--- config.mk ---
export PLATFORM = sky130hd
export DESIGN_NAME = ped_crossing_ctrl
export DESIGN_NICKNAME = d
export VERILOG_FILES = /design/src/rtl/ped_crossing_ctrl.sv
export SDC_FILE = /design/constraint.sdc
export NUM_CORES = 1
export LEC_CHECK = 0
export ABC_AREA = 1
export BUFFER_PORTS_ARGS = -buffer_cell sky130_fd_sc_hd__buf_4
export CORE_MARGIN = 2
export CORE_UTILIZATION = 55
export CTS_BUF_LIST = sky130_fd_sc_hd__clkbuf_8
export DETAILED_ROUTE_END_ITERATION = 6
export PLACE_DENSITY_LB_ADDON = 0.2
export RECOVER_POWER = 100
export SLEW_MARGIN = 20
export SYNTH_ARGS = -nofsm -noshare
export SYNTH_HDL_FRONTEND = slang
export SYNTH_SLANG_ARGS = --single-unit
export TNS_END_PERCENT = 100
--- constraint.sdc ---
create_clock -name CLOCK -period 3.2 [get_ports CLOCK]
set_clock_uncertainty 0.15 [all_clocks]
set_input_delay 0.64 -clock CLOCK [delete_from_list [all_inputs] [get_ports CLOCK]]
set_output_delay 0.64 -clock CLOCK [all_outputs]
set_load 0.01 [all_outputs]
--- src/rtl/ped_crossing_ctrl.sv ---
// Pedestrian-crossing light controller: tick-enabled phase FSM with a latched,
// synchronised pedestrian request, minimum car green, blinking end phase and night mode.
module ped_crossing_ctrl #(
  parameter int CLK_DIV     = 4,
  parameter int CNT_W       = 16,
  parameter int T_AG_MIN    = 10,
  parameter int T_AY        = 8,
  parameter int T_AR        = 6,
  parameter int T_PG        = 30,
  parameter int T_PE        = 12,
  parameter int T_ARII      = 9,
  parameter int T_ARY       = 10,
  parameter int BLINK_DIV   = 2,
  parameter int SYNC_STAGES = 2
) (
  input  logic       CLOCK,
  input  logic       RST,
  input  logic       KEY,
  input  logic       NIGHT,
  output logic       P_R,
  output logic       P_G,
  output logic       A_R,
  output logic       A_Y,
  output logic       A_G,
  output logic       KEY_ACK,
  output logic [3:0] STATE
);

  localparam int PW = (CLK_DIV > 1) ? $clog2(CLK_DIV) : 1;
  localparam int BW = (BLINK_DIV > 1) ? $clog2(BLINK_DIV) : 1;
  localparam logic [PW-1:0] PRE_LAST   = PW'(CLK_DIV - 1);
  localparam logic [BW-1:0] BLINK_LAST = BW'(BLINK_DIV - 1);

  typedef enum logic [3:0] {
    S_START           = 4'd0,
    S_AUTO_GREEN      = 4'd1,
    S_AUTO_YELLOW     = 4'd2,
    S_AUTO_RED        = 4'd3,
    S_PEOPLE_GREEN    = 4'd4,
    S_PEOPLE_END      = 4'd5,
    S_AUTO_REDII      = 4'd6,
    S_AUTO_RED_YELLOW = 4'd7,
    S_NIGHT_BLINK     = 4'd8
  } state_t;

  state_t                 state, state_nxt;
  logic [CNT_W-1:0]       timer, timer_nxt;
  logic [PW-1:0]          pre_cnt;
  logic                   tick;
  logic [SYNC_STAGES-1:0] key_sync, night_sync;
  logic                   key_s, key_d, night_s, key_rise;
  logic                   req, req_set, req_clr;
  logic                   enter, blink_state, blink_enter;
  logic                   blink;
  logic [BW-1:0]          blink_cnt;
  logic [4:0]             lamps_dec, lamps_p1;

  function automatic logic [CNT_W-1:0] phase_len(input state_t s);
    case (s)
      S_AUTO_GREEN:      phase_len = CNT_W'(T_AG_MIN - 1);
      S_AUTO_YELLOW:     phase_len = CNT_W'(T_AY - 1);
      S_AUTO_RED:        phase_len = CNT_W'(T_AR - 1);
      S_PEOPLE_GREEN:    phase_len = CNT_W'(T_PG - 1);
      S_PEOPLE_END:      phase_len = CNT_W'(T_PE - 1);
      S_AUTO_REDII:      phase_len = CNT_W'(T_ARII - 1);
      S_AUTO_RED_YELLOW: phase_len = CNT_W'(T_ARY - 1);
      default:           phase_len = '0;
    endcase
  endfunction

  // Prescaler: tick is high during the last count of each CLK_DIV window.
  always_ff @(posedge CLOCK or negedge RST) begin
    if (!RST)      pre_cnt <= '0;
    else if (tick) pre_cnt <= '0;
    else           pre_cnt <= pre_cnt + PW'(1);
  end

  assign tick = (pre_cnt == PRE_LAST);

  // Input synchronisers plus one extra flop for KEY rising-edge detection.
  always_ff @(posedge CLOCK or negedge RST) begin
    if (!RST) begin
      key_sync   <= '0;
      night_sync <= '0;
      key_d      <= 1'b0;
    end else begin
      key_sync   <= {key_sync[SYNC_STAGES-2:0], KEY};
      night_sync <= {night_sync[SYNC_STAGES-2:0], NIGHT};
      key_d      <= key_s;
    end
  end

  assign key_s    = key_sync[SYNC_STAGES-1];
  assign night_s  = night_sync[SYNC_STAGES-1];
  assign key_rise = key_s & ~key_d;

  // Phase sequencing; the timer holds at zero while green waits for a request.
  always_comb begin
    state_nxt = state;
    timer_nxt = timer;
    if (tick) begin
      case (state)
        S_START:           state_nxt = S_AUTO_GREEN;
        S_AUTO_GREEN: begin
          if (timer == '0) begin
            if (night_s)  state_nxt = S_NIGHT_BLINK;
            else if (req) state_nxt = S_AUTO_YELLOW;
          end
        end
        S_AUTO_YELLOW:     if (timer == '0) state_nxt = S_AUTO_RED;
        S_AUTO_RED:        if (timer == '0) state_nxt = S_PEOPLE_GREEN;
        S_PEOPLE_GREEN:    if (timer == '0) state_nxt = S_PEOPLE_END;
        S_PEOPLE_END:      if (timer == '0) state_nxt = S_AUTO_REDII;
        S_AUTO_REDII:      if (timer == '0) state_nxt = S_AUTO_RED_YELLOW;
        S_AUTO_RED_YELLOW: if (timer == '0) state_nxt = S_AUTO_GREEN;
        S_NIGHT_BLINK:     if (!night_s)    state_nxt = S_AUTO_REDII;
        default:           state_nxt = S_START;
      endcase
      if (state_nxt != state) timer_nxt = phase_len(state_nxt);
      else if (timer != '0)   timer_nxt = timer - CNT_W'(1);
    end
  end

  always_ff @(posedge CLOCK or negedge RST) begin
    if (!RST) begin
      state <= S_START;
      timer <= '0;
    end else begin
      state <= state_nxt;
      timer <= timer_nxt;
    end
  end

  assign enter       = tick && (state_nxt != state);
  assign blink_state = (state == S_PEOPLE_END) || (state == S_NIGHT_BLINK);
  assign blink_enter = enter && ((state_nxt == S_PEOPLE_END) || (state_nxt == S_NIGHT_BLINK));

  // Request latch: clearing on entry to pedestrian green / night wins over a new press.
  assign req_clr = enter && ((state_nxt == S_PEOPLE_GREEN) || (state_nxt == S_NIGHT_BLINK));
  assign req_set = key_rise && !(state inside {S_PEOPLE_GREEN, S_PEOPLE_END, S_NIGHT_BLINK});

  always_ff @(posedge CLOCK or negedge RST) begin
    if (!RST)         req <= 1'b0;
    else if (req_clr) req <= 1'b0;
    else if (req_set) req <= 1'b1;
  end

  always_ff @(posedge CLOCK or negedge RST) begin
    if (!RST) begin
      blink     <= 1'b0;
      blink_cnt <= '0;
    end else if (blink_enter) begin
      blink     <= 1'b1;
      blink_cnt <= '0;
    end else if (tick && blink_state) begin
      if (blink_cnt == BLINK_LAST) begin
        blink     <= ~blink;
        blink_cnt <= '0;
      end else begin
        blink_cnt <= blink_cnt + BW'(1);
      end
    end
  end

  // Lamp decode, ordered P_R P_G A_R A_Y A_G.
  always_comb begin
    lamps_dec = 5'b00000;
    case (state)
      S_AUTO_GREEN:      lamps_dec = 5'b10001;
      S_AUTO_YELLOW:     lamps_dec = 5'b10010;
      S_AUTO_RED:        lamps_dec = 5'b10100;
      S_PEOPLE_GREEN:    lamps_dec = 5'b01100;
      S_PEOPLE_END:      lamps_dec = {1'b0, blink, 3'b100};
      S_AUTO_REDII:      lamps_dec = 5'b10100;
      S_AUTO_RED_YELLOW: lamps_dec = 5'b10110;
      S_NIGHT_BLINK:     lamps_dec = {3'b000, blink, 1'b0};
      default:           lamps_dec = 5'b00000;
    endcase
  end

  // Output stage: lamps follow the state register by one CLOCK.
  always_ff @(posedge CLOCK or negedge RST) begin
    if (!RST) lamps_p1 <= 5'b00000;
    else      lamps_p1 <= lamps_dec;
  end

  assign {P_R, P_G, A_R, A_Y, A_G} = lamps_p1;
  assign KEY_ACK = req;
  assign STATE   = state;

endmodule

==> impl_metrics.ini, run 1 <==
[clock_network]
tritoncts.num_buffers = 5
worst_skew_pair.late_latency_ps = 290
hold_buffers = 0
path_clk_slew_ps = 70
cts-htree-levels = 2
clk_root_buffer_cell = clkbuf_8
post_cts_buffers = 0
max-clock-path-buffers = 2
tritoncts_num_sinks = 35
tritoncts = yes
cts.repair.resized = 0

[floorplanning]
pin_count = 14
rows = 23
fp.dieArea_um2 = 4760
initial_standard_cell_utilization_of_the_core_pct = 57.6
core_area_um2 = 4030
die_w_um = 69.0
dieHeight_um = 69.0

[min_path]
worst_hold_path_type = flip-flop to flip-flop

[logic_synthesis]
synth_cell_types = 25
synth-seq-cells = 35
yosysSeqAreaShare_pct = 37.7
synth_nets = 330
syn_area_um2 = 2320
postSynthCellCount = 323
synth_warnings = 0
synth.avg_cell_area_um2 = 7.19

[placed_design]
placedInstanceArea_um2 = 2440
place.detailed.hpwl_um = 3640
portBuffers = 13
routabilityCongestion = 0.901

[worst_setup_path]
setup.worst_path.start = timer[0]$_DFFE_PN0P_
rrSetupSlack_ps = 520
arrival_ps = 2760
worstSetupEndpointType = flip-flop
critical_path.max_fanout = 14
worst_r2r_endpoint = timer[3]$_DFFE_PN0P_
timing.critical_path.mode_cell = nand2_1
rr_worst_depth = 18
worst_path_max_delay_cell = dfrtp_1
r2r-start = timer[0]$_DFFE_PN0P_
critPathKind = flip-flop to flip-flop
timing.critical_path.cells = inv_1, ha_1, inv_1, nor2_1, nand2_1, nor2_4, nand2_4, nand2_1, nand2_1, nand2_1, nand3_1, nand2_2, nand2_4, nand2_4, nand2_2, nand2_2, nand2_1, nand2_1
cp_data_required_time_ps = 3280
setup.worst_path.end = timer[3]$_DFFE_PN0P_
timing.critical_path.slowest_cell_delay_ps = 380
startpoint_type = flip-flop

[routing]
drt-vias-per-instance = 5.11
drt-wirelength-per-cell_um = 12.3
detailedRoute.firstPassIterationCount = 4
route.final.wire_length_um = 4790
number_of_nets_with_antenna_violations_after_routing = 0
num_vias = 1994
drc_errors = 0
detailedRoute.firstIterationViolations = 162

[grt]
grt_antenna_before_repair = 0
sum_of_overflow_across_all_layers_after_global_routing = 0
globalRouteTotalUtil_pct = 22.7
maximum_number_of_pins_on_one_net_before_global_route_repair = 36
grt_first_pass_wirelength_um = 8020
grt_pass1_vias = 1790

[timing]
maxSlewHeadroom_pct = -24.6
timing.fmax_ghz = 0.373
report.final.slew_viol_count = 36
hold-worst-slack_ps = 200
grt_setup_unrepaired = no
layout_worst_path_cycle_share_pct = 83.8
setup-tns-final_ps = 0
max_slew.worst_pin.slew_ps = 1870
fin_crit_ps = 2680
finalHoldViolCount = 0
setup-violations-final = 0

[layout]
antenna_cells = 0
final_layout_size_suffix_gt1_share_pct = 9.12
num-nets-final = 346
area_growth_pct = 5.82
post-route-cell-area_um2 = 2460

[run_status]
failing_checks = max-capacitance violations, max-slew violations
status = finished with violations

[power_and_ir_drop]
finalPower_mw = 1.08
pwr_density_cell_nw_per_um2 = 439
p_leak_nw = 1.36
vdd.ir_drop.worst_mv = 0.271

[job]
drv_cap = 1
## state kept, by name, indices dropped and copies added (netlist names)
name        flops
KEY_ACK         1
STATE           4
blink           1
blink_cnt       1
key_d           1
key_sync        2
lamps_p1        5
night_sync      2
pre_cnt         2
timer          16
## area by class of cell
type / count / area [µm²]
fill: 377 / 1570
tap: 50 / 62.6
timing repair buffer: 13 / 56.3
clock inverter: 3 / 12.5
multi-input combinational: 246 / 1240
clock buffer: 5 / 68.8
inverter: 38 / 143
sequential: 35 / 876
## power by group
part	total [mW]	internal, mW	switching (mW)
Clock	0.301	0.146	0.154
Sequential	0.491	0.467	0.0235
Combinational	0.287	0.0945	0.192
## worst min-delay path by stage
stage	slack (ps)	from	depth (start not counted)	endpoint
floorplan	180	key_sync[0]$_DFF_PN0_	0	key_sync[1]$_DFF_PN0_
CTS	150	RST	1	lamps_p1[1]$_DFF_PN0_
finish	200	night_sync[0]$_DFF_PN0_	0	night_sync[1]$_DFF_PN0_
global route	220	night_sync[0]$_DFF_PN0_	0	night_sync[1]$_DFF_PN0_
global placement	180	night_sync[0]$_DFF_PN0_	0	night_sync[1]$_DFF_PN0_
detailed placement	180	night_sync[0]$_DFF_PN0_	0	night_sync[1]$_DFF_PN0_
## metrics by stage
stage               cells  worst slack, ps  utilization [%]
floorplan             323             1040                -
global placement      382              764             60.5
detailed placement    382              678             60.5
CTS                   390              661             62.5
global route          390              226             61.0
finish                390              518             61.0
## layer usage
metal | up-vias | part of all wire [%] | track usage [%]
li1 | 1032 | - | -
met1 | 881 | 48 | 32.1
met2 | 65 | 45 | 35.2
met3 | 16 | 5.7 | 4.06
met4 | 0 | 1.5 | 7.11
met5 | - | 0 | 0
## synth_stat cells
cell type  number  area [µm²]
a21boi_0        1        7.51
a21oi_1         3        15.0
a41oi_1         1        8.76
buf_6           4        45.0
dfrtp_1        35         876
ha_1            3        37.5
inv_1          37         139
inv_2           1        3.75
nand2_1       105         394
nand2_2        13        81.3
nand2_4         4        45.0
nand3_1        26         130
nand3_2         2        20.0
nand3_4         2        35.0
nand3b_1        1        7.51
nand4_1         6        37.5
nor2_1         46         173
nor2_4          3        33.8
nor2_8          1        20.0
nor3_1          4        20.0
o21ai_0         7        35.0
o21ai_2         1        8.76
o21bai_1        1        7.51
xnor2_1         3        26.3
xor2_1         13         114
## placed cells by master, fill, tap and decap left out, drive strengths merged, types with 3 or more instances in the layout
cell	netlist	routed
o21ai	8	8
xnor2	3	3
clkbuf	0	18
nand4	6	6
nand3	30	30
inv	38	40
nor2	50	50
dfrtp	35	35
a21oi	3	3
ha	3	3
nor3	4	4
xor2	13	13
nand2	122	122
## worst max-delay path: cells and delay by family (launching register included)
family / cells / cell delay, ps
fa+ha+maj: 1 / 190
buf+inv: 2 / 170
flops: 1 / 380
simple gates: 15 / 1740
## logic make-up (layout without fill, tap and decap cells)
family,count (synthesis),after routing,synth area share (%)
DFF,35,35,37.7
buffers and inverters,42,59,8.09
and+or+nand+nor,213,213,43.0
AOI/OAI and AO/OA,14,14,3.56
xor gates and xnor gates,16,16,6.04
adders and majority gates,3,3,1.62
No activity file was read; power rests on OpenSTA's default activity.
==> inputs of run 2 (changes only) <==
--- a/config.mk
+++ b/config.mk
@@ -5,7 +5,7 @@
 export SDC_FILE = /design/constraint.sdc
 export NUM_CORES = 1
 export LEC_CHECK = 0
-export ABC_AREA = 1
+export ABC_AREA = 0
 export BUFFER_PORTS_ARGS = -buffer_cell sky130_fd_sc_hd__buf_4
 export CORE_MARGIN = 2
 export CORE_UTILIZATION = 55
==> constraint.sdc (replaced) <==
create_clock -name CLOCK -period 2.7 [get_ports CLOCK]
set_clock_uncertainty 0.15 [all_clocks]
set_input_delay 0.54 -clock CLOCK [delete_from_list [all_inputs] [get_ports CLOCK]]
set_output_delay 0.54 -clock CLOCK [all_outputs]
set_load 0.01 [all_outputs]
==> impl_metrics.ini, run 2 <==
[run_status]
status = finished with violations
failing_checks = max-capacitance violations, max-slew violations

[logic_synthesis]
yosysSeqAreaShare_pct = 42.3
syn_area_um2 = 2070
synth_nets = 227
synthMostInstantiatedCell = dfrtp_1
post_synth_main_area_contributors = dfrtp_1, nor2_1, nand2_1, xnor2_1, o21ai_0
synth_cell_types = 56
yosys-top-cells-count = dfrtp_1, nor2_1, nand2_1, inv_1, o21ai_0
netlist.top_cell.by_area = dfrtp_1
synth.avg_cell_area_um2 = 9.42
netlist.area_leader.share_pct = 42.3
fraction_of_registers_with_async_set_reset_pct = 100
postSynthCellCount = 220
synth-seq-cells = 35
synth-main-ff-cell = dfrtp_1
synth_edf_count = 0
synth_warnings = 0

[clock_network]
path_clk_slew_ps = 70
clk_root_buffer_cell = clkbuf_8
hold_buffers = 0
tritoncts = yes
max-clock-path-buffers = 2
cts-htree-levels = 2
worst_skew_pair.late_latency_ps = 290
tritoncts_num_sinks = 35
tritoncts.num_buffers = 5

[floorplanning]
dieHeight_um = 65.4
pin_count = 14
fp.dieArea_um2 = 4270
die_w_um = 65.4
initial_standard_cell_utilization_of_the_core_pct = 57.0
rows = 22
core_area_um2 = 3630

[grt]
maximum_number_of_pins_on_one_net_before_global_route_repair = 36
sum_of_overflow_across_all_layers_after_global_routing = 0
grt_first_pass_wirelength_um = 7900
grt_pass1_vias = 1651
grt_antenna_before_repair = 0
globalRouteTotalUtil_pct = 24.3

[worst_setup_path]
critPathKind = flip-flop to flip-flop
rr_worst_depth = 9
r2r-start = timer[0]$_DFFE_PN0P_
startpoint_type = flip-flop
worstSetupEndpointType = flip-flop
arrival_ps = 2610
worst_path_max_delay_cell = dfrtp_1
critical_path.max_fanout = 5
cp_data_required_time_ps = 2740
timing.critical_path.cells = inv_1, ha_1, nor4b_2, nand4_2, o311ai_4, buf_4, nand3_2, or3_4, o21a_1
timing.critical_path.slowest_cell_delay_ps = 400
setup.worst_path.start = timer[0]$_DFFE_PN0P_

[routing]
number_of_nets_with_antenna_violations_after_routing = 0
drt-wirelength-per-cell_um = 15.7
detailedRoute.firstIterationViolations = 197
drt-vias-per-instance = 6.13
drc_errors = 0
detailedRoute.firstPassIterationCount = 4
num_vias = 1795
route.final.wire_length_um = 4610

[timing]
fin_crit_ps = 2570
setup-tns-final_ps = 0
finalHoldViolCount = 0
setup-violations-final = 0
hold-worst-slack_ps = 208
max_slew.worst_pin.slew_ps = 1780
report.final.slew_viol_count = 36
maxSlewHeadroom_pct = -19.0
layout_worst_path_cycle_share_pct = 95.2
finalWorstSetupSlack_ps = 131
grt_setup_unrepaired = yes
timing.fmax_ghz = 0.389

[placed_design]
routabilityCongestion = 0.953
portBuffers = 13
place_worst_setup_slack_ps = 126
place.detailed.hpwl_um = 3230

[power_and_ir_drop]
p_leak_nw = 1.07
finalPower_mw = 1.47
vdd.ir_drop.worst_mv = 0.297
pwr_density_cell_nw_per_um2 = 605

[min_path]
worst_hold_path_type = flip-flop to flip-flop
worstHoldPathCells = 0
startpoint_of_the_most_critical_hold_path = key_sync[0]$_DFF_PN0_

[layout]
registers.top_by_ff_count = timer
layout_common_cells = dfrtp_1, nor2_1, buf_4
final_layout_size_suffix_gt1_share_pct = 21.6
antenna_cells = 0
num-nets-final = 251
largest_register_ffs = 16
area_growth_pct = 16.9
layout.core_utilization_pct = 66.7
layout.cells.most_common = dfrtp_1

[job]
drv_cap = 1
[run 2: cell count changes after synthesis, sizes merged, moves of 4 or more]
cell    delta
nor2      -25
xor2      -11
o21ai      +6
clkbuf     +4
inv       -28
nand2    -103
a21oi     +10
nand3     -23
nor4       +8
a21o       +5
[run 2: metal layers]
layer	global-route usage, %	vias up	share of wire [%]
li1	-	854	-
met1	34.2	858	45
met2	36.6	76	45
met3	5.82	7	8.1
met4	8.85	0	1.4
met5	0	-	0
[run 2: through the flow]
stage,area [µm²],std cells
floorplan,2070,220
global placement,2250,282
detailed placement,2250,282
CTS,2390,290
global route,2420,293
finish,2420,293
[run 2: worst paths after layout]
check / endpoint / slack, ps
min reg2reg: key_sync[1]$_DFF_PN0_ / 210
min: key_sync[1]$_DFF_PN0_ / 210
max reg2reg: blink_cnt$_DFFE_PN0P_ / 130
max in group asynchronous: timer[6]$_DFFE_PN0P_ / 800
max: blink_cnt$_DFFE_PN0P_ / 130
min in group asynchronous: night_sync[1]$_DFF_PN0_ / 570
[run 2: where the power goes]
group	switching [mW]	leakage (nW)	internal, mW
Combinational	0.187	0.558	0.131
Clock	0.197	0.0644	0.368
Sequential	0.0293	0.450	0.554
Total	0.413	1.07	1.05
[run 2: worst max-delay path, delay by kind of cell (launching register included)]
kind	cells	cell delay, ps
and+or+nand+nor	4	1000
AOI/OAI and AO/OA	2	470
DFF	1	400
buffers and inverters	2	300
adders and majority gates	1	160
[run 2: kinds of logic (layout without fill, tap and decap cells)]
group | after synthesis | after routing | synth area share, %
buffers and inverters | 20 | 45 | 4.59
muxes | 4 | 4 | 1.99
xor gates and xnor gates | 8 | 8 | 3.38
and+or+nand+nor | 94 | 94 | 25.7
adders and majority gates | 3 | 3 | 1.81
DFF | 35 | 35 | 42.3
AOI/OAI and AO/OA | 56 | 56 | 20.3
[run 2: cell type report]
cell class / count / area (µm²)
Multi-Input combinational cell: 165 / 1100
Sequential cell: 35 / 876
Fill cell: 315 / 1210
Tap cell: 48 / 60.1
Clock buffer: 5 / 68.8
Clock inverter: 3 / 67.6
Inverter: 10 / 37.5
Timing Repair Buffer: 27 / 208
[run 2: timing repair]
item	in CTS	in global routing
buffers inserted	0	3
resized for setup	0	1
endpoints found under the hold margin	0	0
setup endpoints to repair	0	5
==> inputs of run 3 (changes only) <==
--- a/config.mk
+++ b/config.mk
@@ -7,8 +7,10 @@
 export LEC_CHECK = 0
 export ABC_AREA = 0
 export BUFFER_PORTS_ARGS = -buffer_cell sky130_fd_sc_hd__buf_4
+export CELL_PAD_IN_SITES_DETAIL_PLACEMENT = 2
+export CELL_PAD_IN_SITES_GLOBAL_PLACEMENT = 2
 export CORE_MARGIN = 2
-export CORE_UTILIZATION = 55
+export CORE_UTILIZATION = 40
 export CTS_BUF_LIST = sky130_fd_sc_hd__clkbuf_8
 export DETAILED_ROUTE_END_ITERATION = 6
 export PLACE_DENSITY_LB_ADDON = 0.2
==> impl_metrics.ini, run 3 (same netlist as run 2, synthesis figures left out) <==
[worst_setup_path]
arrival_ps = 2750
critical_path.top_delay_family = simple AND/OR/NAND/NOR gates
r2r-start = timer[0]$_DFFE_PN0P_
rr_worst_depth = 10
path_depth = 10
timing.critical_path.buf_inv = 2
timing.critical_path.cells = inv_2, ha_4, nor4b_4, and4_2, buf_4, nand2_1, o21ai_2, and2_1, mux2i_1, o21a_1
cp_data_required_time_ps = 2730
setup.worst_path.start = timer[0]$_DFFE_PN0P_
critical_path.max_fanout = 6
startpoint_type = flip-flop
worst_path_max_delay_cell = dfrtp_1
worstSetupEndpointType = flip-flop
timing.critical_path.slowest_cell_delay_ps = 430
critPathKind = flip-flop to flip-flop

[clock_network]
clk_root_buffer_cell = clkbuf_8
hold_buffers = 0
tritoncts_num_sinks = 35
cts-htree-levels = 2
tritoncts.num_buffers = 5
tritoncts = yes
max-clock-path-buffers = 2
worst_skew_pair.late_latency_ps = 290
path_clk_slew_ps = 80

[placed_design]
place.detailed.hpwl_um = 4900
portBuffers = 13
routabilityCongestion = 0.880
placedInstanceArea_um2 = 2330
place_worst_setup_slack_ps = -127
post-place-cells = 310

[job]
drv_cap = 1

[timing]
finalWorstSetupSlack_ps = -19.0
max_slew.worst_pin.slew_ps = 1910
maxSlewHeadroom_pct = -27.4
setup-tns-final_ps = -19.0
layout_worst_path_cycle_share_pct = 101
finalHoldViolCount = 0
fin_crit_ps = 2720
report.final.slew_viol_count = 36
setup-violations-final = 1
timing.fmax_ghz = 0.368

[layout]
final_layout_size_suffix_gt1_share_pct = 23.7
registers.top_by_ff_count = timer
layout.cells.non_filler = 327
layout.cells.most_common = dfrtp_1
area_growth_pct = 23.9
num-nets-final = 263
antenna_cells = 0
largest_register_ffs = 16
layout_common_cells = dfrtp_1, nor2_1, buf_4
post-route-cell-area_um2 = 2570

[routing]
num_vias = 1984
detailedRoute.firstPassIterationCount = 4
number_of_nets_with_antenna_violations_after_routing = 0
drc_errors = 0
detailedRoute.firstIterationViolations = 137
drt-vias-per-instance = 6.07
route.final.wire_length_um = 8000
drt-wirelength-per-cell_um = 24.5

[floorplanning]
core_area_um2 = 5040
dieHeight_um = 76.0
die_w_um = 76.0
pin_count = 14
rows = 26
fp.dieArea_um2 = 5770
initial_standard_cell_utilization_of_the_core_pct = 41.1

[min_path]
worst_hold_path_type = flip-flop to flip-flop
worstHoldPathCells = 0
startpoint_of_the_most_critical_hold_path = night_sync[0]$_DFF_PN0_

[power_and_ir_drop]
p_leak_nw = 1.11
vdd.ir_drop.worst_mv = 0.286
pwr_density_cell_nw_per_um2 = 611
finalPower_mw = 1.57

[grt]
grt_pass1_vias = 2203
globalRouteTotalUtil_pct = 25.7
sum_of_overflow_across_all_layers_after_global_routing = 0
grt_antenna_before_repair = 0
maximum_number_of_pins_on_one_net_before_global_route_repair = 36
grt_first_pass_wirelength_um = 11700

[run_status]
status = finished with violations
failing_checks = max-capacitance violations, max-slew violations, negative setup slack
## run 3: cell types whose count changed in the layout (fill, tap and decap cells not counted), moves of 2 or more
cell | before | now
buf_4 | 22 | 24
clkbuf_1 | 2 | 12
inv_1 | 10 | 8
inv_2 | 0 | 2
nor4b_4 | 1 | 3
## run 3: timing repair
action | 4_1_cts | 5_1_grt
buffers inserted | 3 | 6
pin swaps | 3 | 6
gates resized for setup | 2 | 11
endpoints found under the setup margin | 4 | 13
hold endpoints to repair | 0 | 0
## run 3: report_power, final
group	switching [mW]	internal [mW]	total [mW]
Sequential	0.0360	0.554	0.590
Combinational	0.249	0.157	0.406
Clock	0.205	0.368	0.573
## run 3: path summary, 6_finish.rpt
kind,to,slack (ps)
setup / recovery,blink_cnt$_DFFE_PN0P_,-20
hold / removal,night_sync[1]$_DFF_PN0_,200
setup reg to reg,blink_cnt$_DFFE_PN0P_,-20
hold reg to reg,night_sync[1]$_DFF_PN0_,200
max in group asynchronous,timer[12]$_DFFE_PN0P_,680
min in group asynchronous,lamps_p1[0]$_DFF_PN0_,620
## run 3: through the flow
stage | hold slack, ps | util [%]
after floorplan | 94.4 | -
after global placement | 183 | 46.2
after detailed placement | 190 | 46.2
final | 205 | 50.9
after global routing | 210 | 50.9
after CTS | 54.9 | 49.9
## run 3: layer usage
layer,vias to the layer above,part of all wire [%],track usage [%]
met2,65,51,44.5
met4,0,2.3,7.45
met1,1026,42,33.6
li1,874,-,-
met3,19,4.5,3.79
met5,-,0,0
## run 3: layout make-up
type	count	area (µm²)
fillers	541	2470
clock buffers	5	68.8
well taps	70	87.6
multi-input cells	165	1170
flip-flops and latches	35	876
clock inverters	3	67.6
repair buffers	39	260
inverters	10	37.5
